===== src/rtl/ex_mem_pipe_reg.sv =====
// EX/MEM pipeline register: valid/ready handshake with a two-entry skid buffer,
// flush and a saturating stall counter. All state advances on the falling clock edge.
module ex_mem_pipe_reg #(
  parameter int DATA_W = 32,
  parameter int REG_W  = 5,
  parameter int CNT_W  = 16
) (
  input  logic              clock,
  input  logic              reset_n,
  input  logic              in_valid,
  output logic              in_ready,
  input  logic [DATA_W-1:0] in_branch_target,
  input  logic              in_zero,
  input  logic [DATA_W-1:0] in_alu_result,
  input  logic [DATA_W-1:0] in_read_data2,
  input  logic [REG_W-1:0]  in_write_reg,
  input  logic              in_mem_read,
  input  logic              in_mem_write,
  input  logic              in_branch,
  input  logic              in_reg_write,
  input  logic              in_mem_to_reg,
  input  logic              flush,
  output logic              out_valid,
  input  logic              out_ready,
  output logic [DATA_W-1:0] out_branch_target,
  output logic              out_zero,
  output logic [DATA_W-1:0] out_alu_result,
  output logic [DATA_W-1:0] out_read_data2,
  output logic [REG_W-1:0]  out_write_reg,
  output logic              out_mem_read,
  output logic              out_mem_write,
  output logic              out_branch,
  output logic              out_reg_write,
  output logic              out_mem_to_reg,
  output logic [1:0]        occupancy,
  output logic [CNT_W-1:0]  stall_cnt,
  input  logic              stall_clr
);

  localparam int ENT_W = 3 * DATA_W + REG_W + 6;
  localparam logic [CNT_W-1:0] CNT_ONE = {{(CNT_W-1){1'b0}}, 1'b1};

  logic [ENT_W-1:0] inEntry;
  logic [ENT_W-1:0] headEntry;
  logic [ENT_W-1:0] skidEntry;
  logic             headVld;
  logic             skidVld;
  logic             accept;
  logic             consume;
  logic             headMemRead;
  logic             headMemWrite;
  logic             headBranch;
  logic             headRegWrite;
  logic             headMemToReg;

  function automatic logic [CNT_W-1:0] satInc(input logic [CNT_W-1:0] value);
    return (&value) ? value : value + CNT_ONE;
  endfunction

  assign inEntry = {in_branch_target, in_zero, in_alu_result, in_read_data2, in_write_reg,
                    in_mem_read, in_mem_write, in_branch, in_reg_write, in_mem_to_reg};

  assign {out_branch_target, out_zero, out_alu_result, out_read_data2, out_write_reg,
          headMemRead, headMemWrite, headBranch, headRegWrite, headMemToReg} = headEntry;

  // Ready is a function of registered state only, so no combinational path from out_ready.
  assign in_ready  = ~skidVld & reset_n;
  assign out_valid = headVld;
  assign accept    = in_valid & in_ready;
  assign consume   = headVld & out_ready;
  assign occupancy = {1'b0, headVld} + {1'b0, skidVld};

  assign out_mem_read   = headMemRead  & headVld;
  assign out_mem_write  = headMemWrite & headVld;
  assign out_branch     = headBranch   & headVld;
  assign out_reg_write  = headRegWrite & headVld;
  assign out_mem_to_reg = headMemToReg & headVld;

  // Head/skid storage; flush only clears valid bits, payload is retained.
  always_ff @(negedge clock or negedge reset_n) begin
    if (!reset_n) begin
      headVld   <= 1'b0;
      skidVld   <= 1'b0;
      headEntry <= '0;
      skidEntry <= '0;
    end else if (flush) begin
      headVld <= 1'b0;
      skidVld <= 1'b0;
    end else if (skidVld) begin
      if (consume) begin
        headEntry <= skidEntry;
        skidVld   <= 1'b0;
      end
    end else if (headVld) begin
      if (accept && consume) begin
        headEntry <= inEntry;
      end else if (accept) begin
        skidEntry <= inEntry;
        skidVld   <= 1'b1;
      end else if (consume) begin
        headVld <= 1'b0;
      end
    end else if (accept) begin
      headEntry <= inEntry;
      headVld   <= 1'b1;
    end
  end

  // Stall counter; clear wins over increment and flush has no effect on it.
  always_ff @(negedge clock or negedge reset_n) begin
    if (!reset_n) begin
      stall_cnt <= '0;
    end else if (stall_clr) begin
      stall_cnt <= '0;
    end else if (headVld && !out_ready) begin
      stall_cnt <= satInc(stall_cnt);
    end
  end

endmodule


===== config.mk =====
export PLATFORM = sky130hd
export DESIGN_NAME = ex_mem_pipe_reg
export DESIGN_NICKNAME = d
export VERILOG_FILES = /design/src/rtl/ex_mem_pipe_reg.sv
export SDC_FILE = /design/constraint.sdc
export NUM_CORES = 1
export LEC_CHECK = 0
export CORE_UTILIZATION = 40
export DETAILED_ROUTE_END_ITERATION = 7
export GPL_TIMING_DRIVEN = 0
export PLACE_DENSITY = 0.66
export SYNTH_ARGS = -nofsm -noshare
export SYNTH_HDL_FRONTEND = slang
export SYNTH_SLANG_ARGS = --single-unit

===== constraint.sdc =====
create_clock -name clock -period 3.05 [get_ports clock]
set_input_delay 0.7625 -clock clock [delete_from_list [all_inputs] [get_ports clock]]
set_output_delay 0.7625 -clock clock [all_outputs]
set_load 0.005 [all_outputs]

### After elaboration in Yosys (flattened, before gate mapping)

Cells that the tools add are included.

| operators by class | value |
|---|---|
| add/subtract/negate cells | 2 |
| equality and inequality tests | 4 |
| mux-type cells | 19 |
| bitwise operators | 11 |
| reduce and logical (&&, ||, !) cells | 9 |

Operators with widths:

| kind | number |
|---|---|
| two-way mux 107 bit | 5 |
| two-way mux 16 bit | 3 |
| adder 16 x 1 -> 16 bit, second input constant | 1 |
| AND reduction 16 bit | 1 |
| two-way mux 1 bit | 11 |
| bitwise AND 1 bit | 8 |
| AND reduction 5 bit | 1 |
| != test 2 bit, second input constant | 2 |
| AND reduction 4 bit | 1 |
| != test 3 x 1 -> 1 bit, second input constant | 1 |
| NOT 1 bit | 3 |
| nonzero test 3 bit | 1 |
| adder 1 x 1 -> 2 bit | 1 |
| logical AND 1 bit | 2 |
| != test 2 x 1 -> 1 bit, second input constant | 1 |
| AND reduction 2 bit | 1 |
| nonzero test 2 bit | 1 |
| zero test 1 bit | 1 |

| storage, ports and cells | value |
|---|---|
| register bits after elaboration | 232 |

### Logic depth before layout (Yosys ltp)

| logic depth | value |
|---|---|
| word-level depth | 8 |
| depth in mapped cells | 10 |

==> impl_metrics.json <==
{
  "initial_core_util_pct": 40.8,
  "cp.arrival_ns": 3.00,
  "layout.cells.non_filler": 1677,
  "grt_pass1_vias": 9153,
  "synthCells": 928,
  "synthArstFlopShare_pct": 100,
  "holdBufCountCts": 0,
  "drt_wl_total_um": 35700,
  "maxCapViolCount": 0,
  "track_usage_pct": 24.5,
  "core_um2": 27000,
  "pwr-share-clk_pct": 30.4,
  "ant_nets": 0,
  "p_comb_share_pct": 30.8,
  "avgSynthCellArea_um2": 11.9,
  "synth_common_cells": "dfrtn_1, a21oi_1, buf_4, mux2i_1, a31oi_1",
  "maxSlewHeadroom_pct": 43.0,
  "gp_congestion": 0.804,
  "rsz0062_at_grt": "yes",
  "path_clk_slew_ns": 0.04,
  "status": "complete, but fails checks",
  "synth_xor_area_share_pct": 0.0796,
  "p_seq_share_pct": 38.9,
  "nNetsFinal": 1431,
  "p_sw_mw": 2.85,
  "antenna_found_initial": 2,
  "cts_buffers": 26,
  "yosys.area.top_type": "dfrtn_1",
  "syn_to_final_growth_pct": 65.3,
  "synth.area.top_cells": "dfrtn_1, mux2i_1, mux2_2",
  "p_sw_share_pct": 26.8,
  "io_buffers": 238,
  "grt_max_degree": 83,
  "vias_per_cell": 5.38,
  "hp-class": "reg2reg",
  "initialDrtViolationCount": 502,
  "grt_overflow": 0,
  "synth.net_count": 1045,
  "worstSetupPathType": "reg2out",
  "n_fill_cell": 1896,
  "post-route-drc-count": 0,
  "final_core_util_pct": 67.5,
  "ys_types": 33,
  "crit_fanout": 3,
  "finalWorstSetupSlack_ns": -0.716,
  "dieArea_um2": 28200,
  "p_leak_nw": 7.93,
  "synth_top_family_by_area": "multiplexers",
  "dp_slack_ns": -1.92,
  "wl_per_cell_um": 21.3,
  "ys_ff_latch": 232,
  "yosysMostFrequentCell": "dfrtn_1",
  "place_hpwl_um": 19600,
  "yosys-mux-area-fraction_pct": 20.9,
  "tns_ns": -69.51,
  "clk_latency_ns": 0.52,
  "num_vias": 9024,
  "required_ns": 2.29,
  "synthAdderAreaFrac_pct": 0.455,
  "ys_seq_area_share_pct": 52.8,
  "hold_violations": 0,
  "syn_area_um2": 11000,
  "ys_warn_count": 0,
  "vdd_drop_max_mv": 0.466,
  "multi_input_area_um2": 5160,
  "setup_viol": 325,
  "synth-simple-area-share_pct": 2.71,
  "grt_pass1_wl_um": 53400,
  "cts.sinks": 232,
  "clock_skew_ns": 0.00366,
  "htreeDepth": 1,
  "crit_path_start_kind": "flop",
  "placement_rows": 60,
  "setup.worst_path.end_class": "output pin",
  "regArea_um2": 5810,
  "firstDrtPassIters": 5,
  "ios": 240,
  "die_h_um": 168,
  "internal_power_mw": 7.77,
  "p_per_area_nw_per_um2": 584,
  "slew_viol_final": 0,
  "drive_gt1_share_pct": 51.3,
  "dp.cells": 1509,
  "tritoncts": "built",
  "die_x_um": 168,
  "ctsLongestPathBuffers": 3,
  "synth_flop_cell": "dfrtn_1",
  "cts-root-buf": "clkbuf_16",
  "synth_edf_count": 0,
  "violations": "negative setup slack",
  "tightest_slew_ns": 0.854,
  "synth_top_area_share_pct": 52.8,
  "synth_compound_area_share_pct": 12.7
}
## worst max-delay path: stages, from the launching register on
cell and delay (ns):
dfrtn_1 0.44, buf_6 0.13, inv_4 0.03, ha_4 0.25, buf_6 0.10
## stage by stage
stage                     hold slack (ns)  area, µm²  power (mW)
after floorplan                     0.425      11200        5.30
after global placement              0.433      14000        6.50
after detailed placement            0.441      14100        6.56
after CTS                           0.453      17500        10.3
after global routing                0.458      18200        11.1
final                               0.450      18200        10.6
## layout make-up
class,instances,share of cell area (%)
inverter,3,0.0895
clock inverter,6,0.454
antenna,2,0.0275
tap,341,2.35
buffer,100,6.26
sequential,232,31.9
clock buffer,42,4.41
multi-input combinational,515,28.4
timing repair buffer,436,26.1
## logic make-up after synthesis
group | Yosys count
AOI/OAI and AO/OA | 245
and+or+nand+nor | 49
DFF | 232
muxes | 216
adders and majority gates | 4
xor gates and xnor gates | 1
buffers and inverters | 181
## cells in the final DEF (no fill, tap or decap), types with 3 or more instances in the layout
| cell type | n |
|---|---|
| buf_16 | 16 |
| clkdlybuf4s50_1 | 107 |
| or3_4 | 4 |
| or4_1 | 4 |
| buf_12 | 40 |
| clkinv_2 | 3 |
| nor2_1 | 3 |
| a31oi_1 | 63 |
| buf_4 | 148 |
| o31ai_2 | 4 |
| mux2_2 | 76 |
| mux2_4 | 32 |
| o21ai_1 | 4 |
| and2_4 | 4 |
| clkbuf_1 | 20 |
| buf_6 | 127 |
| clkbuf_4 | 7 |
| buf_2 | 42 |
| buf_8 | 21 |
| nand2_1 | 8 |
| a21oi_2 | 45 |
| dfrtn_1 | 232 |
| a31oi_4 | 40 |
| clkbuf_8 | 9 |
| mux2i_1 | 108 |
| and4_1 | 3 |
| nand3_1 | 5 |
| a21oi_1 | 74 |
| or3_1 | 4 |
| bufbuf_16 | 6 |
| clkbuf_16 | 34 |
| a31oi_2 | 4 |
## power groups by stage
| stage | registers (mW) | clock network (mW) | logic, mW |
|---|---|---|---|
| after global placement | 4.07 | 0 | 2.43 |
| after detailed placement | 4.09 | 0 | 2.47 |
| after global routing | 4.19 | 3.40 | 3.47 |
| after CTS | 4.08 | 3.27 | 2.96 |
| after floorplan | 4.00 | 0 | 1.30 |
| final | 4.13 | 3.22 | 3.27 |
## registers in the layout, indices dropped and copies added (netlist names)
signal / flops
headEntry: 107
skidEntry: 107
stall_cnt: 16
out_valid: 1
skidVld: 1
## metal layers
metal,vias to the layer above,routed length (µm),track usage (%)
met4,0,1280,9.13
met3,77,1760,4.11
li1,4084,-,-
met1,4559,15200,32.0
met2,304,17400,41.0
met5,-,0,0
## worst paths after layout
check	startpoint	to	slack, ns	cells after the start
max reg2reg	skidVld	headEntry[10]	0.73	6
min reg2reg	skidEntry[30]	skidEntry[30]	0.45	1
min in group asynchronous	reset_n	skidEntry[6]	1.58	1
max in group asynchronous	reset_n	skidEntry[101]	0.67	3
min	skidEntry[30]	skidEntry[30]	0.45	1
max	out_valid	occupancy[0]	-0.72	4
## repair_timing
action	CTS	global route
resized for setup	839	174
pin swaps	7	13
buffers inserted	121	51
hold endpoints to repair	0	0
gates cloned	40	4
setup endpoints to repair	357	354
No activity file was read; power rests on OpenSTA's default activity.
